==> src/rtl/if_fetch_unit.sv <==
// Instruction-fetch front end: owns the PC, issues one I-cache request at a time,
// holds the returned instruction for IF/ID and applies flush/branch redirects.
module if_fetch_unit #(
    parameter logic [31:0] RESET_PC = 32'h0000_0000,
    parameter int unsigned ADDR_W   = 32,
    parameter int unsigned DATA_W   = 32
) (
    input  logic              clk,
    input  logic              rst,
    input  logic [5:0]        stall,
    input  logic              flush,
    input  logic [ADDR_W-1:0] new_pc,
    input  logic              branch_flag,
    input  logic [ADDR_W-1:0] branch_target,
    output logic              icache_req,
    output logic [ADDR_W-1:0] icache_addr,
    input  logic              icache_ready,
    input  logic              icache_rvalid,
    input  logic [DATA_W-1:0] icache_rdata,
    output logic [ADDR_W-1:0] if_pc,
    output logic [DATA_W-1:0] if_inst,
    output logic              if_valid,
    output logic              stallreq_if
);

    typedef enum logic [1:0] {
        IDLE,
        REQ,
        WAIT,
        HOLD
    } state_e;

    state_e              state_q, state_d;
    logic [ADDR_W-1:0]   pc_q, pc_d;
    logic                discard_q, discard_d;
    logic [ADDR_W-1:0]   if_pc_q, if_pc_d;
    logic [DATA_W-1:0]   if_inst_q, if_inst_d;
    logic                if_valid_q, if_valid_d;

    logic                redirect;
    logic [ADDR_W-1:0]   target;
    logic                unused_stall;

    assign unused_stall = ^{stall[5:2], stall[0]};

    // Flush has priority over a branch from ID.
    assign redirect = flush | branch_flag;
    assign target   = flush ? new_pc : branch_target;

    assign icache_req  = (state_q == REQ);
    assign icache_addr = pc_q;
    assign stallreq_if = (state_q == REQ) || (state_q == WAIT);
    assign if_pc       = if_pc_q;
    assign if_inst     = if_inst_q;
    assign if_valid    = if_valid_q;

    always_ff @(posedge clk or negedge rst) begin
        if (!rst) begin
            state_q    <= IDLE;
            pc_q       <= ADDR_W'(RESET_PC);
            discard_q  <= 1'b0;
            if_pc_q    <= '0;
            if_inst_q  <= '0;
            if_valid_q <= 1'b0;
        end else begin
            state_q    <= state_d;
            pc_q       <= pc_d;
            discard_q  <= discard_d;
            if_pc_q    <= if_pc_d;
            if_inst_q  <= if_inst_d;
            if_valid_q <= if_valid_d;
        end
    end

    always_comb begin
        state_d    = state_q;
        pc_d       = pc_q;
        discard_d  = discard_q;
        if_pc_d    = if_pc_q;
        if_inst_d  = if_inst_q;
        if_valid_d = if_valid_q;

        unique case (state_q)
            IDLE: begin
                state_d = REQ;
                if (redirect) pc_d = target;
            end

            REQ: begin
                if (redirect) pc_d = target;
                // A redirect coinciding with acceptance leaves the old address in flight.
                if (icache_ready) begin
                    state_d   = WAIT;
                    discard_d = redirect;
                end
            end

            WAIT: begin
                if (icache_rvalid) begin
                    discard_d = 1'b0;
                    if (redirect) begin
                        pc_d    = target;
                        state_d = REQ;
                    end else if (discard_q) begin
                        state_d = REQ;
                    end else begin
                        if_pc_d    = pc_q;
                        if_inst_d  = icache_rdata;
                        if_valid_d = 1'b1;
                        state_d    = HOLD;
                    end
                end else if (redirect) begin
                    pc_d      = target;
                    discard_d = 1'b1;
                end
            end

            HOLD: begin
                if (redirect || !stall[1]) begin
                    pc_d       = redirect ? target : pc_q + ADDR_W'(4);
                    if_pc_d    = '0;
                    if_inst_d  = '0;
                    if_valid_d = 1'b0;
                    state_d    = REQ;
                end
            end

            default: state_d = IDLE;
        endcase
    end

endmodule

==> config.mk <==
export PLATFORM = sky130hd
export DESIGN_NAME = if_fetch_unit
export DESIGN_NICKNAME = d
export VERILOG_FILES = /design/src/rtl/if_fetch_unit.sv
export SDC_FILE = /design/constraint.sdc
export NUM_CORES = 1
export LEC_CHECK = 0
export ABC_AREA = 1
export BUFFER_PORTS_ARGS = -buffer_cell sky130_fd_sc_hd__buf_2
export CAP_MARGIN = 10
export CORE_MARGIN = 5
export CORE_UTILIZATION = 54
export DETAILED_ROUTE_END_ITERATION = 7
export PLACE_DENSITY = 0.86
export SYNTH_ARGS = -nofsm -noshare
export SYNTH_HDL_FRONTEND = slang
export SYNTH_SLANG_ARGS = --single-unit
==> constraint.sdc <==
create_clock -name clk -period 2.5 [get_ports clk]
set_input_delay 0.75 -clock clk [delete_from_list [all_inputs] [get_ports clk]]
set_output_delay 0.75 -clock clk [all_outputs]
set_load 0.01 [all_outputs]
After elaboration in Yosys (flattened, before gate mapping)
Index checks and enable logic that the tools add are counted.
- bits in registers: 100
- bits in latches: 0
- RAM bits: 0
- ROM bits: 0
- memories kept: 0
- word-level logic and storage cells: 58
- output and inout port bits: 99
- muxes and demuxes: 29
- equal/unequal tests: 10
- reductions and logical operators: 11
- bitwise operators: 1
- divide/modulo/power cells: 0
- add/sub/neg operators: 1
- shift-type cells: 0
- multiply operators: 0
- $lt $le $gt $ge: 0
- operators by type and width (operator ; count):
    32-bit 2-to-1 mux ; 11
    32-bit one-hot mux with 2 select lines ; 3
    32-bit by 3-bit adder with 32-bit output (second input constant) ; 1
    2-bit 2-to-1 mux ; 5
    2-bit inequality test (second input constant) ; 4
    2-bit one-hot mux with 4 select lines ; 1
    1-bit 2-to-1 mux ; 7
    3-bit AND reduction ; 2
    5-bit AND reduction ; 1
    2-bit == test (second input constant) ; 2
    2-bit by 1-bit inequality test with 1-bit output (second input constant) ; 2
    1-bit one-hot mux with 2 select lines ; 2
    2-bit nonzero test ; 2
    3-bit inequality test (second input constant) ; 1
    3-bit OR reduction ; 1
    2-bit by 1-bit == test with 1-bit output (second input constant) ; 1
    2-bit zero test ; 1
    1-bit logical OR ; 2
    2-bit AND reduction ; 1
    1-bit zero test ; 1
    1-bit bitwise OR ; 1

Depth between registers and ports, before layout
- depth after elaboration: 4
- mapped depth: 12

Worst setup path after synthesis
OpenSTA, ideal clock, no wires.
- path kind: input to register
- start point: input flush
- end point: register pc_q[20] (netlist: icache_addr[20])
- library setup time: 0.113 ns
- path buffers: 1
- stages on the path: 11
- data arrival time: 1.743 ns
- setup slack: 0.644 ns
- path through: buf_4 -> inv_2 -> nand2_4 -> inv_2 -> nand2_2 -> nor2_1 -> nand3_1 -> o21ai_0 -> nand2_1 -> nand2_1 -> inv_1
- longest elaborated chain between the ends: 4
- elaborated cells on any way between the ends: 10
- classes of those cells: eq/ne: 2; mux: 5; bitwise: 1; reduce/logical: 2
- RTL lines (item ; line ; source):
    from (decl) ; 11 ; input logic flush,
    32-bit 2-to-1 mux / 1-bit bitwise OR (equally long branches) ; 48, 47 ;
    32-bit 2-to-1 mux / 1-bit logical OR (equally long branches) ; 120, 119 ;
    32-bit 2-to-1 mux / 2-bit inequality test (equally long branches) ; - ;
    32-bit one-hot mux with 2 select lines / 2-bit AND reduction (equally long branches) ; - ;
    to (signal assigned) ; 60 ; pc_q <= ADDR_W'(RESET_PC);
    to (signal assigned) ; 67 ; pc_q <= pc_d;
    to (decl) ; 34 ; logic [ADDR_W-1:0] pc_q, pc_d;
Several ways; a longest one is shown, not always the timed one. The select of a mux whose other input is x is not followed.
A chain may end at the register's enable or synchronous reset.

Final worst setup path
- start point: register state_q[0]
- end point: output stallreq_if
- longest elaborated chain between the ends: 2
- elaborated cells on any way between the ends: 3
- classes of those cells: eq/ne: 2; reduce/logical: 1
- RTL lines (item ; line ; source):
    from (decl) ; 33 ; state_e state_q, state_d;
    from (signal assigned) ; 66 ; state_q <= state_d;
    2-bit by 1-bit == test with 1-bit output / 2-bit == test (equally long branches) ; 52 ; assign stallreq_if = (state_q == REQ) || (state_q == WAIT);
    1-bit logical OR (*) ; 52 ;
    to (decl) ; 23 ; output logic stallreq_if
Every way passes the cells marked *; elsewhere a longest branch is shown, timed or not.

==> results_dict.tcl <==
set metrics [dict create \
    outcome "finished clean" \
    die_area_sq_mm 0.0125 \
    hpwl_um 12000 \
    fin_ws_ns 0.430 \
    regToRegStartpoint "icache_addr[2]" \
    final.setup_skew_ns 0.0144 \
    cts_max_path_buffers 2 \
    grt_antenna_before_repair 0 \
    cts_setup_buffers 0 \
    drc 0 \
    async_flop_share_pct 100 \
    ctsResizeCount 0 \
    synth.avg_cell_area_sq_um 7.66 \
    synthTopCellsByArea "dfrtp_1, nand2_1, inv_1" \
    fillers 895 \
    start_kind "flip-flop" \
    cts_root_buffer "clkbuf_8" \
    drv_slew 0 \
    drt_iter0_markers 457 \
    synth_flop_cell "dfrtp_1" \
    path_clk_slew_ns 0.11 \
    wl_per_cell_um 15.2 \
    htreeDepth 3 \
    synthCells 733 \
    ant_nets 0 \
    p_leak_nw 3.63 \
    final_net_count 1033 \
    critical_path_required_ns 1.75 \
    gp_congestion 0.954 \
    path_max_fanout 4 \
    yosysMostFrequentCell "nand2_1" \
    cts_hold_buf 0 \
    tightest_slew_ns 0.559 \
    max_freq_mhz 483 \
    slowest_stage "dfrtp_1" \
    ys_seq_elements 100 \
    drive_gt1_share_pct 30.7 \
    diodes 0 \
    rows 37 \
    numCtsBuffers 9 \
    pre_cts_ws_ns 0.307 \
    core-area_sq_mm 0.0102 \
    grt_pass1_wl_um 26300 \
    io_buffers 201 \
    synth_edf_count 0 \
    clk_latency_ns 0.37 \
    cp_data_arrival_time_ns 1.32 \
    grt_pass1_vias 5334 \
    r2r_setup_slack_ns 0.52 \
    io_pins 207 \
    post-route-util_pct 67.4 \
    slowest_delay_ns 0.42 \
    die_h_um 112 \
    synth_fp_nets 845 \
    critical_path.most_common_cell "inv_1" \
    cts_tree "done" \
    synth_area_leader_cell "dfrtp_1" \
    power_density_mw_per_mm2 999 \
    yosysTopAreaCellShare_pct 44.6 \
    routed_wl_um 16200 \
    instances_no_fill 1062 \
    vias 5567 \
    ys_types 34 \
    relSlewSlack_pct 62.7 \
    crit_start "state_q[0]" \
    start_util_pct 54.9 \
    rsz0062_at_grt "false" \
    timing_worst_setup_path_type "reg2out" \
    fin_crit_ns 2.07 \
    peakVddDrop_mv 0.515 \
    maxCapViolations 0 \
    crit_chain "inv_1, ha_1, inv_1, buf_2" \
    clock-sinks 100 \
    hold_viol_final 0 \
    viasPerCell 5.24 \
    syn_area_sq_mm 0.00561 \
    yosys_warnings 0 \
    area_delta_synth_final_pct 22.9 \
    die_w_um 112 \
    overflow 0 \
    first_pass_iters 5 \
    period_share_pct 82.8 \
    ys_seq_area_share_pct 44.6 \
    setup_violations 0 \
    placed_cells 1046 \
    grt_max_degree 75 \
    tns_ns 0 \
    yosys-top-cells-count "nand2_1, inv_1, dfrtp_1" \
    grt.total_usage_pct 25.5 \
    hp-class "in2async" \
    end_kind "primary output" \
]
==> flip-flops by register name, summed over array words and instances, names as in the netlist <==
register / flops
if_inst: 32
if_pc: 32
icache_addr: 32
if_valid: 1
state_q: 2
discard_q: 1
==> worst paths after layout <==
path                              endpoint  cells past startpoint
hold reg to reg                  discard_q                      1
min in group clk                 discard_q                      1
hold / removal                  if_inst[4]                      1
max in group asynchronous  icache_addr[19]                      2
setup reg to reg           icache_addr[20]                     10
setup / recovery               stallreq_if                      4
==> worst max-delay path: cells and delay by family (launching register included) <==
kind | cells | cell delay [ns]
adders and majority gates | 1 | 0.30
DFF | 1 | 0.42
buffers and inverters | 3 | 0.23
==> placed cells by master, fill, tap and decap left out, types with 4 or more instances in the layout <==
cell type,synthesis,layout
inv_2,4,4
buf_4,4,10
a31oi_1,7,7
ha_1,4,4
o21ai_1,14,14
dfrtp_1,100,100
nand3_1,47,47
xor2_1,4,4
inv_1,119,119
o21ai_2,21,21
buf_2,19,200
nor3_1,4,4
nand4_1,9,9
nor2_1,63,63
o21ai_0,48,48
o22ai_1,26,26
clkbuf_8,0,9
nand2_1,156,156
a21oi_1,30,30
nand3_2,20,20
==> cell families after synthesis <==
kind of cell               count (synthesis)  share of synthesized area (%)
and+or+nand+nor                          309                           25.0
buffers and inverters                    159                           12.0
AOI/OAI and AO/OA                        154                           16.4
DFF                                      100                           44.6
xor gates and xnor gates                   4                          0.624
adders and majority gates                  4                          0.891
muxes                                      3                          0.535
==> final cells by class <==
class,instances,area (sq um),share of cell area (%)
repair buffers,213,1140,16.5
flip-flops and latches,100,2500,36.3
multi-input cells,474,2440,35.3
clock buffers,9,124,1.80
clock inverters,7,67.6,0.979
well taps,136,170,2.47
inverters,123,462,6.69
==> routing by layer <==
layer	track usage, %	share of wire (%)
met2	42.3	48
met4	8.25	1.8
met3	4.13	7.3
met5	0	0
met1	34.4	43
==> power breakdown <==
| part | internal, mW | total [mW] | leakage [nW] | switching, mW |
|---|---|---|---|---|
| Combinational | 1.24 | 3.21 | 2.31 | 1.97 |
| Clock | 0.388 | 1.01 | 0.0954 | 0.619 |
| Sequential | 2.24 | 2.67 | 1.23 | 0.431 |
| Total | 3.87 | 6.89 | 3.63 | 3.02 |
==> per-stage QoR <==
| step | power, mW | hold slack, ns | area, sq um |
|---|---|---|---|
| after floorplan | 4.74 | 0.454 | 5610 |
| after global placement | 5.82 | 0.495 | 6710 |
| after detailed placement | 5.93 | 0.492 | 6710 |
| after CTS | 6.93 | 0.381 | 6900 |
| after global routing | 7.43 | 0.402 | 6900 |
| final | 6.89 | 0.364 | 6900 |
Power figures use the tool's default switching activity.
